## src/rtl/sprite_motion_ctrl.sv

```systemverilog
// sprite_motion_ctrl: bounces a SIZE x SIZE sprite around the screen, one
// pixel per rate-divider tick. Each step erases the old sprite, moves it and
// redraws it, streaming every pixel over a valid/ready plot interface.
module sprite_motion_ctrl #(
   parameter int X_WIDTH = 8,
   parameter int Y_WIDTH = 7,
   parameter int X_MAX   = 159,
   parameter int Y_MAX   = 119,
   parameter int SIZE    = 4,
   parameter int X_INIT  = 0,
   parameter int Y_INIT  = 0
) (
   input  logic               clock,
   input  logic               reset,
   input  logic               tick,
   input  logic               run,
   input  logic [2:0]         fg_colour,
   input  logic [2:0]         bg_colour,
   output logic [X_WIDTH-1:0] plot_x,
   output logic [Y_WIDTH-1:0] plot_y,
   output logic [2:0]         plot_colour,
   output logic               plot_valid,
   input  logic               plot_ready,
   output logic               busy,
   output logic [X_WIDTH-1:0] x_pos,
   output logic [Y_WIDTH-1:0] y_pos,
   output logic               missed_tick
);

   typedef enum logic [2:0] {S_INIT_DRAW, S_IDLE, S_ERASE, S_MOVE, S_DRAW} state_t;

   // Largest top-left coordinate that keeps the whole sprite on screen.
   localparam logic [X_WIDTH-1:0] X_RIGHT  = X_WIDTH'(X_MAX - SIZE + 1);
   localparam logic [Y_WIDTH-1:0] Y_BOTTOM = Y_WIDTH'(Y_MAX - SIZE + 1);
   localparam logic [2:0]         LAST     = 3'(SIZE - 1);

   state_t               state_q, state_d;
   logic [X_WIDTH-1:0]   x_q, x_d, x_mv, plot_x_q, plot_x_d;
   logic [Y_WIDTH-1:0]   y_q, y_d, y_mv, plot_y_q, plot_y_d;
   logic                 dir_x_q, dir_x_d, dir_x_mv;   // 1 = moving +1
   logic                 dir_y_q, dir_y_d, dir_y_mv;
   logic [2:0]           dx_q, dx_d, dy_q, dy_d, nx, ny;
   logic [2:0]           plot_colour_q, plot_colour_d, phase_colour;
   logic                 plot_valid_q, plot_valid_d;
   logic                 pending_q, pending_d, missed_q, missed_d, tick_q;
   logic                 tick_edge, xfer, last_px, go;

   assign tick_edge    = tick & ~tick_q & run;
   assign xfer         = plot_valid_q & plot_ready;
   assign last_px      = (dx_q == LAST) && (dy_q == LAST);
   assign go           = tick_edge | pending_q;
   assign phase_colour = (state_q == S_ERASE) ? bg_colour : fg_colour;

   // State register
   always_ff @(posedge clock) begin
      if (reset) state_q <= S_INIT_DRAW;
      else       state_q <= state_d;
   end

   // Next-state: pixel phases end on the handshake of their last pixel
   always_comb begin
      state_d = state_q;
      case (state_q)
         S_INIT_DRAW: if (xfer && last_px) state_d = S_IDLE;
         S_IDLE:      if (go)              state_d = S_ERASE;
         S_ERASE:     if (xfer && last_px) state_d = S_MOVE;
         S_MOVE:                           state_d = S_DRAW;
         S_DRAW:      if (xfer && last_px) state_d = S_IDLE;
         default:                          state_d = S_IDLE;
      endcase
   end

   // Bounce arithmetic: reverse at an edge by stepping back the other way
   always_comb begin
      x_mv = x_q; dir_x_mv = dir_x_q;
      y_mv = y_q; dir_y_mv = dir_y_q;
      if (dir_x_q && x_q == X_RIGHT)  begin dir_x_mv = 1'b0; x_mv = x_q - X_WIDTH'(1); end
      else if (!dir_x_q && x_q == '0) begin dir_x_mv = 1'b1; x_mv = X_WIDTH'(1); end
      else if (dir_x_q)               x_mv = x_q + X_WIDTH'(1);
      else                            x_mv = x_q - X_WIDTH'(1);
      if (dir_y_q && y_q == Y_BOTTOM) begin dir_y_mv = 1'b0; y_mv = y_q - Y_WIDTH'(1); end
      else if (!dir_y_q && y_q == '0) begin dir_y_mv = 1'b1; y_mv = Y_WIDTH'(1); end
      else if (dir_y_q)               y_mv = y_q + Y_WIDTH'(1);
      else                            y_mv = y_q - Y_WIDTH'(1);
   end

   // Datapath outputs: pixel scan, position update, tick queueing
   always_comb begin
      x_d = x_q; y_d = y_q; dir_x_d = dir_x_q; dir_y_d = dir_y_q;
      dx_d = dx_q; dy_d = dy_q;
      plot_valid_d = plot_valid_q; plot_x_d = plot_x_q;
      plot_y_d = plot_y_q; plot_colour_d = plot_colour_q;
      pending_d = pending_q; missed_d = missed_q;
      // Row-major successor of the current scan offset
      if (dx_q == LAST) begin nx = '0;           ny = dy_q + 3'd1; end
      else              begin nx = dx_q + 3'd1;  ny = dy_q;        end
      case (state_q)
         S_IDLE: if (go) begin
            // First erase pixel is presented in the cycle right after the edge
            pending_d = 1'b0;
            plot_valid_d = 1'b1; plot_x_d = x_q; plot_y_d = y_q;
            plot_colour_d = bg_colour; dx_d = '0; dy_d = '0;
         end
         S_MOVE: begin
            x_d = x_mv; y_d = y_mv; dir_x_d = dir_x_mv; dir_y_d = dir_y_mv;
            plot_valid_d = 1'b1; plot_x_d = x_mv; plot_y_d = y_mv;
            plot_colour_d = fg_colour;
         end
         default: begin
            if (!plot_valid_q) begin
               // Only reached on entry to INIT_DRAW after reset
               plot_valid_d = 1'b1;
               plot_x_d = x_q + X_WIDTH'(dx_q); plot_y_d = y_q + Y_WIDTH'(dy_q);
               plot_colour_d = phase_colour;
            end else if (xfer) begin
               if (last_px) begin
                  plot_valid_d = 1'b0; dx_d = '0; dy_d = '0;
               end else begin
                  dx_d = nx; dy_d = ny;
                  plot_x_d = x_q + X_WIDTH'(nx); plot_y_d = y_q + Y_WIDTH'(ny);
                  plot_colour_d = phase_colour;
               end
            end
         end
      endcase
      // One tick may wait while busy; anything beyond that is lost and flagged
      if (tick_edge && state_q != S_IDLE) begin
         if (pending_q) missed_d  = 1'b1;
         else           pending_d = 1'b1;
      end
   end

   // Datapath registers
   always_ff @(posedge clock) begin
      if (reset) begin
         x_q <= X_WIDTH'(X_INIT); y_q <= Y_WIDTH'(Y_INIT);
         dir_x_q <= 1'b1; dir_y_q <= 1'b1;
         dx_q <= '0; dy_q <= '0;
         plot_valid_q <= 1'b0; plot_x_q <= '0; plot_y_q <= '0; plot_colour_q <= '0;
         pending_q <= 1'b0; missed_q <= 1'b0; tick_q <= 1'b0;
      end else begin
         x_q <= x_d; y_q <= y_d; dir_x_q <= dir_x_d; dir_y_q <= dir_y_d;
         dx_q <= dx_d; dy_q <= dy_d;
         plot_valid_q <= plot_valid_d; plot_x_q <= plot_x_d;
         plot_y_q <= plot_y_d; plot_colour_q <= plot_colour_d;
         pending_q <= pending_d; missed_q <= missed_d; tick_q <= tick;
      end
   end

   assign plot_x      = plot_x_q;
   assign plot_y      = plot_y_q;
   assign plot_colour = plot_colour_q;
   assign plot_valid  = plot_valid_q;
   assign busy        = (state_q != S_IDLE);
   assign x_pos       = x_q;
   assign y_pos       = y_q;
   assign missed_tick = missed_q;

endmodule

```

## config.mk

```make
export PLATFORM = sky130hd
export DESIGN_NAME = sprite_motion_ctrl
export DESIGN_NICKNAME = d
export VERILOG_FILES = /design/src/rtl/sprite_motion_ctrl.sv
export SDC_FILE = /design/constraint.sdc
export NUM_CORES = 1
export LEC_CHECK = 0
export BUFFER_PORTS_ARGS = -buffer_cell sky130_fd_sc_hd__buf_2
export CAP_MARGIN = 25
export CORE_MARGIN = 5
export CORE_UTILIZATION = 26
export CTS_CLUSTER_DIAMETER = 50
export DETAILED_ROUTE_END_ITERATION = 7
export GPL_TIMING_DRIVEN = 0
export SYNTH_ARGS = -nofsm -noshare
export SYNTH_HDL_FRONTEND = slang
export SYNTH_SLANG_ARGS = --single-unit
```

## constraint.sdc

```tcl
create_clock -name clock -period 3.6 [get_ports clock]
set_clock_uncertainty 0.15 [all_clocks]
set_input_delay 0.54 -clock clock [delete_from_list [all_inputs] [get_ports clock]]
set_output_delay 0.54 -clock clock [all_outputs]
set_load 0.02 [all_outputs]
```

==> qor.yml <==
run_status:
  status: "finished clean"
yosys:
  synth_cell_type_count: 62
  synth_top_area_share_pct: 29.48
  synthCells: 418
  syn_area_per_cell_um2: 7.798
  syn_nets: 447
  synth_warnings: 0
  synth_edf_count: 0
  ys.flop_type: "dfxtp_1"
  async_flop_share_pct: 0
  synthTopCellsByArea: "dfxtp_1, ha_1, a21oi_1"
  yosysSeqAreaShare_pct: 29.48
  synth_area_leader_cell: "dfxtp_1"
  synth_area_um2: 3259
  ys_ff_latch: 48
routing:
  wl_per_cell_um: 16.09
  vias: 3309
  antenna_left: 0
  drt_iter0_drc: 324
  dr.pass1.iters: 5
  wl_um: 10350
  via_per_inst: 5.146
  drc: 0
cts:
  clk_pin_slew_ns: 0.07
  ctsHoldBuffers: 0
  cts.sinks: 48
  tritoncts: "done"
  root_buffer: "clkbuf_16"
  postCtsSetupRepairBufs: 0
  cts-resized-gates: 0
  worstSkewPairLatency_ns: 0.30
  clk_path_buf_depth: 2
  cts_buffers: 5
  htree_levels: 2
timing:
  finalCritPeriodShare_pct: 86.53
  worst_slew_pin_slew_ns: 0.6965
  min_period_ns: 3.115
  setup-tns-final_ns: 0
  max_freq_mhz: 321.0
  rsz0062_at_grt: "false"
  max_slew_margin_pct: 53.57
  finalHoldViolCount: 0
  maxSlewViolCount: 0
  setup_violations: 0
final_layout:
  n_antenna_cell: 0
  final_cell_mix: "buf_2, dfxtp_1, nor2_1"
  fill_cells: 1364
  post-route-util_pct: 31.05
  regArea_um2: 960.9
  layout_commonest_cell: "buf_2"
  drive_above_1_share_pct: 16.99
  syn2layout_area_growth_pct: 18.77
  nNetsFinal: 499
  multi_input_area_um2: 2101
grt:
  grt_pass1_vias: 3252
  grt_use_total_pct: 14.50
  grt_pass1_wl_um: 17190
  antenna_found_initial: 0
  grt_overflow: 0
  grt_max_degree: 17
setup_path:
  r2r-start: "dx_q[0]"
  reg2regPathDepth: 12
  slowest_stage: "fa_1"
  start_kind: "flip-flop"
  critPathRequiredTime_ns: 3.59
  critPathKind: "reg -> reg"
  cp_cell_sequence: "ha_1, nor2b_1, nand2_1, xnor2_1, ha_1, inv_1, fa_1, nor2b_1, o2111ai_1, a21o_1, mux2i_1, a311oi_1"
  r2r_slack_ns: 0.48
  crit_path_max_incr_delay_ns: 0.40
  cp_top_family: "adder cells"
  cp-end-kind: "flip-flop"
  r2r-end: "plot_y[6]"
  critical_path.max_fanout: 6
  crit_buf_inv: 1
  crit_arrival_ns: 3.11
floorplanning:
  die_area_um2: 14880
  rows: 41
  ioPinCount: 47
  initial_utilization_pct: 26.15
  fp.dieH_um: 122.0
  die_w_um: 122.0
  core_um2: 12470
place:
  gp_congestion: 0.8938
  dp_hpwl_um: 7704
  io_buffers: 45
power:
  peakVddDrop_uv: 256.5
  p_leak_nw: 1.544
  p_per_area_nw_per_um2: 309.2
min_path:
  hp-class: "in -> reg"
  whs_endpoint: "tick_q"
  hp-start: "tick"
  hold_depth: 2
job:
  cap_violations: 0
## sequential cells by signal, indices dropped and copies added, names as in the netlist
| signal | cells |
|---|---|
| plot_x | 8 |
| x_pos | 8 |
| plot_y | 7 |
| y_pos | 7 |
| dx_q | 3 |
| dy_q | 3 |
| plot_colour | 3 |
| state_q | 3 |
| dir_x_q | 1 |
| dir_y_q | 1 |
| missed_tick | 1 |
| pending_q | 1 |
| plot_valid | 1 |
| tick_q | 1 |
## logic make-up after synthesis
logic type | Yosys count | synth area share, %
xor+xnor | 19 | 5.106
simple gates | 145 | 22.07
mux | 8 | 2.534
flops | 48 | 29.48
buf+inv | 47 | 6.065
fa+ha+maj | 18 | 7.370
compound gates | 133 | 27.37
## worst max-delay path by stage
stage | slack [ns] | cells past startpoint | from | end
final | 0.48 | 12 | dx_q[0] | plot_y[6]
after global routing | 0.24 | 12 | dx_q[0] | plot_y[6]
after CTS | 0.48 | 12 | dx_q[0] | plot_y[6]
after detailed placement | 0.51 | 12 | dx_q[0] | plot_y[6]
after global placement | 0.55 | 12 | dx_q[0] | plot_y[6]
after floorplan | 0.94 | 12 | dx_q[0] | plot_y[6]
## routing by layer
layer	up-vias	track usage [%]	part of all wire, %
li1	1634	-	-
met1	1575	19.46	46
met2	89	24.14	48
met3	11	2.368	4.3
met4	0	3.922	1.5
met5	-	0	0
## synthesized netlist by cell type (all sizes together) (3+ instances only)
library cell	instances
ha	16
xor2	11
dfxtp	48
nor3	12
or4	3
o21bai	4
nand2	35
nor4	3
a41oi	3
buf	13
inv	14
nor2	41
nor2b	5
xnor2	8
nand3	19
a21boi	4
nand4	4
or2	4
a211oi	11
o211ai	3
o21ai	26
mux2i	6
a311oi	6
a22oi	7
a21oi	39
o2111ai	3
a31oi	9
and2	4
clkbuf	20
nor3b	3
## layout make-up
| class | count | share of cell area [%] |
|---|---|---|
| buffer | 33 | 3.749 |
| clock buffer | 5 | 3.232 |
| clock inverter | 3 | 1.196 |
| inverter | 14 | 1.357 |
| multi-input combinational | 323 | 54.27 |
| sequential | 48 | 24.82 |
| tap | 172 | 5.559 |
| timing repair buffer | 45 | 5.818 |
## per-stage QoR
| stage | instances | setup WS, ns | hold slack [ns] | instance area [um^2] | power [W] |
|---|---|---|---|---|---|
| 2_1_floorplan | 418 | 0.9437 | 0.3246 | 3259 | 0.0006245 |
| 3_3_place_gp | 635 | 0.5467 | 0.3028 | 3700 | 0.0006611 |
| 3_5_place_dp | 635 | 0.5118 | 0.3115 | 3700 | 0.0006624 |
| 4_1_cts | 643 | 0.4833 | 0.3223 | 3871 | 0.001210 |
| 5_1_grt | 643 | 0.2368 | 0.3253 | 3871 | 0.001251 |
| 6_report | 643 | 0.4848 | 0.3174 | 3871 | 0.001197 |
## where the power goes
part | internal, W | switching [W]
clock network | 0.000331 | 0.000217
registers | 0.000544 | 0.00000698
logic | 0.0000332 | 0.0000653
total | 0.000908 | 0.000289
Note: power is estimated with default switching activity, not from simulation.
